<file path="config.mk">
export PLATFORM = sky130hd
export DESIGN_NAME = pc_sequencer
export DESIGN_NICKNAME = d
export VERILOG_FILES = /design/src/rtl/cpu_pkg.sv /design/src/rtl/stack_depth_ctr.sv /design/src/rtl/pc_sequencer.sv
export SDC_FILE = /design/constraint.sdc
export NUM_CORES = 1
export LEC_CHECK = 0
export CAP_MARGIN = 0
export CORE_ASPECT_RATIO = 1.5
export CORE_UTILIZATION = 35
export DETAILED_ROUTE_END_ITERATION = 7
export GPL_ROUTABILITY_DRIVEN = 1
export PLACE_DENSITY = 0.73
export SLEW_MARGIN = 20
export SYNTH_ARGS = -nofsm -noshare
export SYNTH_HDL_FRONTEND = slang
export SYNTH_SLANG_ARGS = --single-unit
</file>
<file path="constraint.sdc">
create_clock -name clk -period 2.8 [get_ports clk]
set_input_delay 0.42 -clock clk [delete_from_list [all_inputs] [get_ports clk]]
set_output_delay 0.42 -clock clk [all_outputs]
set_load 0.005 [all_outputs]
</file>
<file path="src/rtl/cpu_pkg.sv">
`default_nettype none
// ============================================================================
//  Module      : cpu_pkg
//  Description : Shared types for the PC sequencer: return FSM state encoding
//                and the stack push/pop direction encoding carried on
//                s_pushpop.
//  Revision    : 1.0 - initial release
// ============================================================================
package cpu_pkg;

    // Return-sequence FSM states
    typedef enum logic [1:0] {
        RUN      = 2'd0,
        RET_POP  = 2'd1,
        RET_LOAD = 2'd2
    } pcseq_state_t;

    // s_pushpop encoding
    localparam logic PUSH = 1'b0;
    localparam logic POP  = 1'b1;

endpackage : cpu_pkg
`default_nettype wire

</file>
<file path="src/rtl/stack_depth_ctr.sv">
`default_nettype none
// ============================================================================
//  Module      : stack_depth_ctr
//  Description : Saturating 0..NWORDS occupancy counter for the call stack.
//                inc is ignored when full, dec is ignored when empty.
//  Ports       : clk   - system clock
//                reset - asynchronous active-low reset (clears depth)
//                inc   - count one push
//                dec   - count one pop
//                depth - current entry count
//                full  - depth == NWORDS
//                empty - depth == 0
//  Revision    : 1.0 - initial release
// ============================================================================
module stack_depth_ctr #(
    parameter int NWORDS  = 16,
    parameter int DEPTH_W = $clog2(NWORDS) + 1
) (
    input  logic               clk,
    input  logic               reset,
    input  logic               inc,
    input  logic               dec,
    output logic [DEPTH_W-1:0] depth,
    output logic               full,
    output logic               empty
);

    localparam logic [DEPTH_W-1:0] c_max = DEPTH_W'(NWORDS);

    logic [DEPTH_W-1:0] r_depth;

    always_ff @(posedge clk or negedge reset) begin
        if (!reset) begin
            r_depth <= '0;
        end else if (inc && !dec && (r_depth != c_max)) begin
            r_depth <= r_depth + 1'b1;
        end else if (dec && !inc && (r_depth != '0)) begin
            r_depth <= r_depth - 1'b1;
        end
    end

    assign depth = r_depth;
    assign full  = (r_depth == c_max);
    assign empty = (r_depth == '0);

endmodule : stack_depth_ctr
`default_nettype wire

</file>
<file path="src/rtl/pc_sequencer.sv">
`default_nettype none
// ============================================================================
//  Module      : pc_sequencer
//  Description : Program counter sequencer with jump/call/ret and an external
//                call stack. A call pushes PC+1 in the accepting cycle; a ret
//                takes three cycles (RUN -> RET_POP -> RET_LOAD). Stack
//                overflow/underflow set sticky flags.
//  Config      : PCSEQ_ERR_TRAP_EN - when defined, a stack error loads pc with
//                TRAP_VEC; otherwise pc advances to pc+1.
//  Ports       : clk, reset (async active-low), stall, jump, call, ret,
//                target, stack_rdata (inputs);
//                pc, we_stack, s_pushpop, stack_wdata, depth, busy,
//                ovf_err, unf_err (outputs)
//  Revision    : 1.0 - initial release
// ============================================================================
module pc_sequencer
    import cpu_pkg::*;
#(
    parameter int WIDTH    = 10,
    parameter int NWORDS   = 16,
    parameter int TRAP_VEC = 0
) (
    input  logic                        clk,
    input  logic                        reset,
    input  logic                        stall,
    input  logic                        jump,
    input  logic                        call,
    input  logic                        ret,
    input  logic [WIDTH-1:0]            target,
    input  logic [WIDTH-1:0]            stack_rdata,
    output logic [WIDTH-1:0]            pc,
    output logic                        we_stack,
    output logic                        s_pushpop,
    output logic [WIDTH-1:0]            stack_wdata,
    output logic [$clog2(NWORDS):0]     depth,
    output logic                        busy,
    output logic                        ovf_err,
    output logic                        unf_err
);

    localparam int DEPTH_W = $clog2(NWORDS) + 1;

`ifdef PCSEQ_ERR_TRAP_EN
    localparam bit c_use_trap = 1'b1;
`else
    localparam bit c_use_trap = 1'b0;
`endif
    localparam logic [WIDTH-1:0] c_trap_vec = WIDTH'(TRAP_VEC);

    pcseq_state_t       r_state;
    pcseq_state_t       w_state_next;
    logic [WIDTH-1:0]   r_pc;
    logic [WIDTH-1:0]   w_pc_next;
    logic [WIDTH-1:0]   w_pc_inc;
    logic [WIDTH-1:0]   w_err_pc;
    logic               r_ovf;
    logic               r_unf;
    logic               w_set_ovf;
    logic               w_set_unf;
    logic               w_push;
    logic               w_pop;
    logic               w_full;
    logic               w_empty;

    // Natural WIDTH-bit truncation gives the modulo-2^WIDTH wrap.
    assign w_pc_inc = r_pc + 1'b1;
    assign w_err_pc = c_use_trap ? c_trap_vec : w_pc_inc;

    stack_depth_ctr #(
        .NWORDS  (NWORDS),
        .DEPTH_W (DEPTH_W)
    ) u_depth (
        .clk   (clk),
        .reset (reset),
        .inc   (w_push),
        .dec   (w_pop),
        .depth (depth),
        .full  (w_full),
        .empty (w_empty)
    );

    always_ff @(posedge clk or negedge reset) begin
        if (!reset) begin
            r_state <= RUN;
            r_pc    <= '0;
            r_ovf   <= 1'b0;
            r_unf   <= 1'b0;
        end else begin
            r_state <= w_state_next;
            r_pc    <= w_pc_next;
            r_ovf   <= r_ovf | w_set_ovf;
            r_unf   <= r_unf | w_set_unf;
        end
    end

    always_comb begin
        w_state_next = r_state;
        w_pc_next    = r_pc;
        w_push       = 1'b0;
        w_pop        = 1'b0;
        w_set_ovf    = 1'b0;
        w_set_unf    = 1'b0;

        // A stalled cycle holds everything, including a pending pop, so the
        // pop strobe can only fire in the single unstalled RET_POP cycle.
        if (!stall) begin
            case (r_state)
                RUN: begin
                    if (ret) begin
                        if (!w_empty) begin
                            w_state_next = RET_POP;
                        end else begin
                            w_set_unf = 1'b1;
                            w_pc_next = w_err_pc;
                        end
                    end else if (call) begin
                        if (!w_full) begin
                            w_push    = 1'b1;
                            w_pc_next = target;
                        end else begin
                            w_set_ovf = 1'b1;
                            w_pc_next = w_err_pc;
                        end
                    end else if (jump) begin
                        w_pc_next = target;
                    end else begin
                        w_pc_next = w_pc_inc;
                    end
                end
                RET_POP: begin
                    w_pop        = 1'b1;
                    w_state_next = RET_LOAD;
                end
                RET_LOAD: begin
                    // Stack data is valid the cycle after the pop strobe.
                    w_pc_next    = stack_rdata;
                    w_state_next = RUN;
                end
                default: begin
                    w_state_next = RUN;
                end
            endcase
        end
    end

    assign pc          = r_pc;
    assign we_stack    = w_push | w_pop;
    assign s_pushpop   = w_pop ? POP : PUSH;
    assign stack_wdata = w_pc_inc;
    assign busy        = (r_state != RUN);
    assign ovf_err     = r_ovf;
    assign unf_err     = r_unf;

endmodule : pc_sequencer
`default_nettype wire
</file>
Word-level counts from Yosys, hierarchy flattened

Cells that the tools add are included.

Register bits: 19
Bits of input ports: 26
Output and inout bits: 30
Logic and storage cells: 61

Eq/ne operators: 7
Reduce and logical (&&, ||, !) cells: 14
Mux-type cells: 28
Bitwise logic cells: 4
Add/sub/neg operators: 3

Operators by type and width:

| kind                                                                | number |
|---|---|
| 10-bit two-way mux                                                  | 5 |
| 10-bit case mux with 2 select lines                                 | 1 |
| 1-bit two-way mux                                                   | 17 |
| 10-bit by 1-bit adder with 10-bit output (second input constant)    | 1 |
| 5-bit two-way mux                                                   | 2 |
| 3-bit AND reduction                                                 | 2 |
| 2-bit nonzero test                                                  | 3 |
| 5-bit by 1-bit adder with 5-bit output (second input constant)      | 1 |
| 5-bit == test (second input constant)                               | 1 |
| 5-bit zero test                                                     | 1 |
| 5-bit != test (second input constant)                               | 1 |
| 5-bit nonzero test                                                  | 1 |
| 5-bit by 1-bit subtractor with 5-bit output (second input constant) | 1 |
| 1-bit logical AND                                                   | 4 |
| 2-bit two-way mux                                                   | 2 |
| 2-bit != test (second input constant)                               | 2 |
| 2-bit case mux with 2 select lines                                  | 1 |
| 3-bit != test (second input constant)                               | 1 |
| 1-bit bitwise OR                                                    | 3 |
| 2-bit by 1-bit == test with 1-bit output (second input constant)    | 1 |
| 2-bit == test (second input constant)                               | 1 |
| 1-bit zero test                                                     | 2 |
| 2-bit zero test                                                     | 1 |
| 1-bit NOT                                                           | 1 |

Longest topological paths before layout

Depth in word-level cells: 11
Depth in mapped cells: 8
Mapped depth without buffers: 7

By module

From an unflattened synthesis, not the netlist that was laid out.

Cell total of the unflattened synthesis: 160
Area, all modules: 1418.9 um^2

By module, submodules not included:

| module          | times used | cells an instance | area each (um^2) | sequential area each (um^2) |
|---|---|---|---|---|
| pc_sequencer    | 1          | 119               | 1011.0           | 350.3 |
| stack_depth_ctr | 1          | 41                | 407.9            | 125.1 |

Worst setup path after synthesis

Ideal clock, no wire load.

Kind: register to register
Start: register u_depth.r_depth[0] (netlist: u_depth.depth[0])
End: register u_depth.r_depth[4] (netlist: u_depth.depth[4])
Slack: 260 ps
Cell stages (with the launch flop): 8
Library setup time: 82 ps
Data arrival time: 2458 ps
Path buffers: 0
Required time: 2718 ps
Period minus slack after synthesis: 2540 ps
Cells stage by stage: dfrtp_1 -> or4_4 -> o2111ai_4 -> inv_2 -> fa_1 -> o21ai_0 -> mux2_4 -> a22oi_2

Cells in the longest elaborated chain, start to end: 10
Elaborated cells on any way between the ends: 18
Those cells by class: 2 x add/sub; 2 x eq/ne; 7 x mux; 7 x reduce/logical

RTL lines:

| item                           | line                  | text |
|---|---|---|
| start: declaration             | stack_depth_ctr.sv:30 | `logic [DEPTH_W-1:0] r_depth;` |
| start signal: assignment       | stack_depth_ctr.sv:36 | `r_depth <= r_depth + 1'b1;` |
| start signal: assignment       | stack_depth_ctr.sv:38 | `r_depth <= r_depth - 1'b1;` |
| 5-bit == test                  | stack_depth_ctr.sv:43 | `assign full = (r_depth == c_max);` |
| 1-bit two-way mux              | pc_sequencer.sv:117   | `if (!w_full) begin` |
| 1-bit two-way mux              | pc_sequencer.sv:116   | `end else if (call) begin` |
| 1-bit two-way mux              | pc_sequencer.sv:109   | `if (ret) begin` |
| 1-bit two-way mux              | pc_sequencer.sv:107   | `case (r_state)` |
| 1-bit two-way mux              | pc_sequencer.sv:106   | `if (!stall) begin` |
| 1-bit zero test                | stack_depth_ctr.sv:37 | `end else if (dec && !inc && (r_depth != '0)) begin` |
| 1-bit logical AND (2 in a row) | stack_depth_ctr.sv:37 |  |
| 2-bit nonzero test (no line)   | --                    |  |

Several ways; a longest one is shown, not always the timed one. The select of a mux whose other input is x is not followed.
A chain may end at the register's enable or synchronous reset.

Worst setup path after layout

Start: register u_depth.r_depth[0] (netlist: u_depth.depth[0])
End: output port we_stack

Cells in the longest elaborated chain, start to end: 7

RTL lines:

| item              | line                  | text |
|---|---|---|
| 5-bit == test     | stack_depth_ctr.sv:43 |  |
| 1-bit two-way mux | pc_sequencer.sv:117   |  |
| 1-bit two-way mux | pc_sequencer.sv:116   |  |
| 1-bit two-way mux | pc_sequencer.sv:109   |  |
| 1-bit two-way mux | pc_sequencer.sv:107   |  |
| 1-bit two-way mux | pc_sequencer.sv:106   |  |
| 1-bit bitwise OR  | pc_sequencer.sv:147   | `assign we_stack = w_push \| w_pop;` |
| end: declaration  | pc_sequencer.sv:32    | `output logic we_stack,` |

No other way between the ends.

==> results_dict.tcl <==
set metrics [dict create \
    finalMaxSlewViolations 0 \
    hold_class "reg -> reg" \
    power_leakage_nw 0.861 \
    critPathSlowestCell "or4_4" \
    drt_iter0_drc 30 \
    cp-start-kind "register" \
    clock-root-buffer "clkbuf_8" \
    vias 1452 \
    netSwitchingFraction_pct 39.1 \
    gp_congestion 0.789 \
    path_clk_slew_ns 0.08 \
    routed_wl_mm 3.98 \
    areaGrowthSynthToFinish_pct 50.6 \
    worstPathCellList "or4_4, o2111ai_4, or2b_1, clkdlybuf4s50_1" \
    die_w_um 53.2 \
    p_total_mw 1.99 \
    post-route-period-util_pct 97.4 \
    portBuffers 55 \
    ys_seq_area_share_pct 34.5 \
    antenna_left 0 \
    htreeDepth 1 \
    clock-sinks 19 \
    track_usage_pct 20.6 \
    peakVddDrop_uv 547 \
    finalInstanceArea_mm2 0.00207 \
    grt_pass1_vias 1332 \
    power_density_mw_per_mm2 959 \
    dieArea_mm2 0.00420 \
    finalNetCount 249 \
    fmax_mhz 367 \
    grt_overflow 0 \
    place_hpwl_mm 2.99 \
    path_delay_family "simple AND/OR/NAND/NOR gates" \
    clock_latency_ns 0.26 \
    tns_ns 0 \
    grt_first_pass_wirelength_mm 6.40 \
    power_frac_comb_pct 61.4 \
    clkPwrFrac_pct 9.9 \
    synth_area_mm2 0.00138 \
    synthArstFlopShare_pct 100 \
    syn-instance-count 154 \
    syn_nets 186 \
    relSlewSlack_pct 32.7 \
    via_per_inst 5.61 \
    diodes 0 \
    synth_edf_count 0 \
    final_common_cell "clkdlybuf4s50_1" \
    cp.required_ns 2.38 \
    clockBufferDepth 2 \
    avgSynthCellArea_um2 8.95 \
    final_util_pct 55.8 \
    seq_power_share_pct 28.7 \
    antenna_found_initial 0 \
    setup_violations 0 \
    status "completed" \
    synth.distinct_cells 44 \
    drive_gt1_share_pct 12.5 \
    final_cells 259 \
    core_mm2 0.00372 \
    cts_inserted_buffers 3 \
    worstSetupPathType "reg -> out" \
    grt_max_degree 20 \
    post_drt_wl_per_cell_um 15.4 \
    layout_common_cells "clkdlybuf4s50_1, dfrtp_1, nand2_1" \
    cap_violations 0 \
    placedCellCount 251 \
    start_util_pct 37.1 \
    switchingPower_mw 0.777 \
    cpPeakStageDelay_ns 0.60 \
    p_int_mw 1.21 \
    final-hold-violation-count 0 \
    cts_tree "done" \
    cp_data_arrival_time_ns 2.31 \
    crit_path_end_kind "output pin" \
    finalCriticalPeriod_ns 2.73 \
    drcViolationCount 0 \
    die_h_um 78.8 \
    dr.pass1.iters 4 \
    worst_slew_pin_slew_ns 1.01 \
    ys_warn_count 0 \
    io_pins 56 \
    rsz0062_at_grt "no" \
    skew_ns 0.00395 \
    worst-path-buf-inv 1 \
    path_max_fanout 6 \
    ys_ff_latch 19 \
    rows 27 \
    synth-main-ff-cell "dfrtp_1" \
    place_area_mm2 0.00200 \
]
[power by group through the flow]
stage               clock network, mW  registers (mW)  logic (mW)
floorplan                           0           0.551       0.601
global placement                    0           0.573        1.20
detailed placement                  0           0.574        1.21
CTS                             0.203           0.571        1.22
global route                    0.213           0.598        1.35
finish                          0.197           0.570        1.22
[stage by stage]
stage	hold WS (ns)	setup WS, ns
6_report	0.471	0.0738
5_1_grt	0.497	0.000439
4_1_cts	0.478	0.0598
3_5_place_dp	0.457	0.0942
3_3_place_gp	0.460	0.185
2_1_floorplan	0.124	0.260
[cell usage after synthesis, drive strengths merged, types with 3 or more instances]
library cell	instances	area, um^2
inv	7	26.3
ha	5	62.6
nor4	3	25.0
nor3	6	30.0
or2	5	31.3
a21oi	9	45.0
nor4b	3	26.3
nand3	11	55.1
mux2	3	37.5
nor2	9	33.8
a31oi	4	25.0
o21ai	8	40.0
nand2	14	55.1
mux2i	4	40.0
xnor2	5	43.8
o31ai	3	22.5
dfrtp	19	475
clkbuf	5	18.8
[final timing paths]
check / from / endpoint / cells after the start / slack, ns
max in group asynchronous: reset / pc[7] / 1 / 1.59
min in group asynchronous: reset / u_depth.depth[2] / 1 / 0.66
min: unf_err / unf_err / 1 / 0.47
min reg2reg: unf_err / unf_err / 1 / 0.47
max: u_depth.depth[0] / we_stack / 4 / 0.07
max reg2reg: u_depth.depth[0] / u_depth.depth[4] / 7 / 0.20
[cell type report]
type | count | area (um^2)
Fill cell | 329 | 1640
Multi-Input combinational cell | 121 | 847
Timing Repair Buffer | 65 | 626
Sequential cell | 19 | 475
Tap cell | 43 | 53.8
Clock buffer | 3 | 41.3
Inverter | 7 | 26.3
Clock inverter | 1 | 5.00
[kinds of logic (layout without fill, tap and decap cells)]
kind of cell               count (synthesis)  count (layout)  synth area share [%]
and+or+nand+nor                           60              60                  23.3
AOI/OAI and AO/OA                         41              41                  22.2
DFF                                       19              19                  34.5
buffers and inverters                     14              76                  4.00
xor gates and xnor gates                   7               7                  4.45
muxes                                      7               7                  5.63
adders and majority gates                  6               6                  5.99
[sequential cells by signal, indices dropped and copies added, names as in the netlist]
name,cells
ovf_err,1
pc,10
u_depth.depth,5
unf_err,1
r_state,2
[layer usage]
layer / routed length (um) / GRT usage [%]
met4: 78 / 7.89
met2: 2140 / 35.3
met5: 0 / 0
met1: 1560 / 24.7
met3: 197 / 3.45
[worst register-to-register path, delay by kind of cell, from the launching register on]
family          cells  cell delay [ns]
compound gates      3             0.67
simple gates        1             0.60
flops               1             0.44
fa+ha+maj           1             0.41
mux                 1             0.33
buf+inv             1             0.08
[timing repair]
action                                  CTS  global route
resized for setup                         0             1
buffers inserted                          0             4
endpoints found under the setup margin    0             2
hold buffers                              0             0
Power figures use the tool's default switching activity.
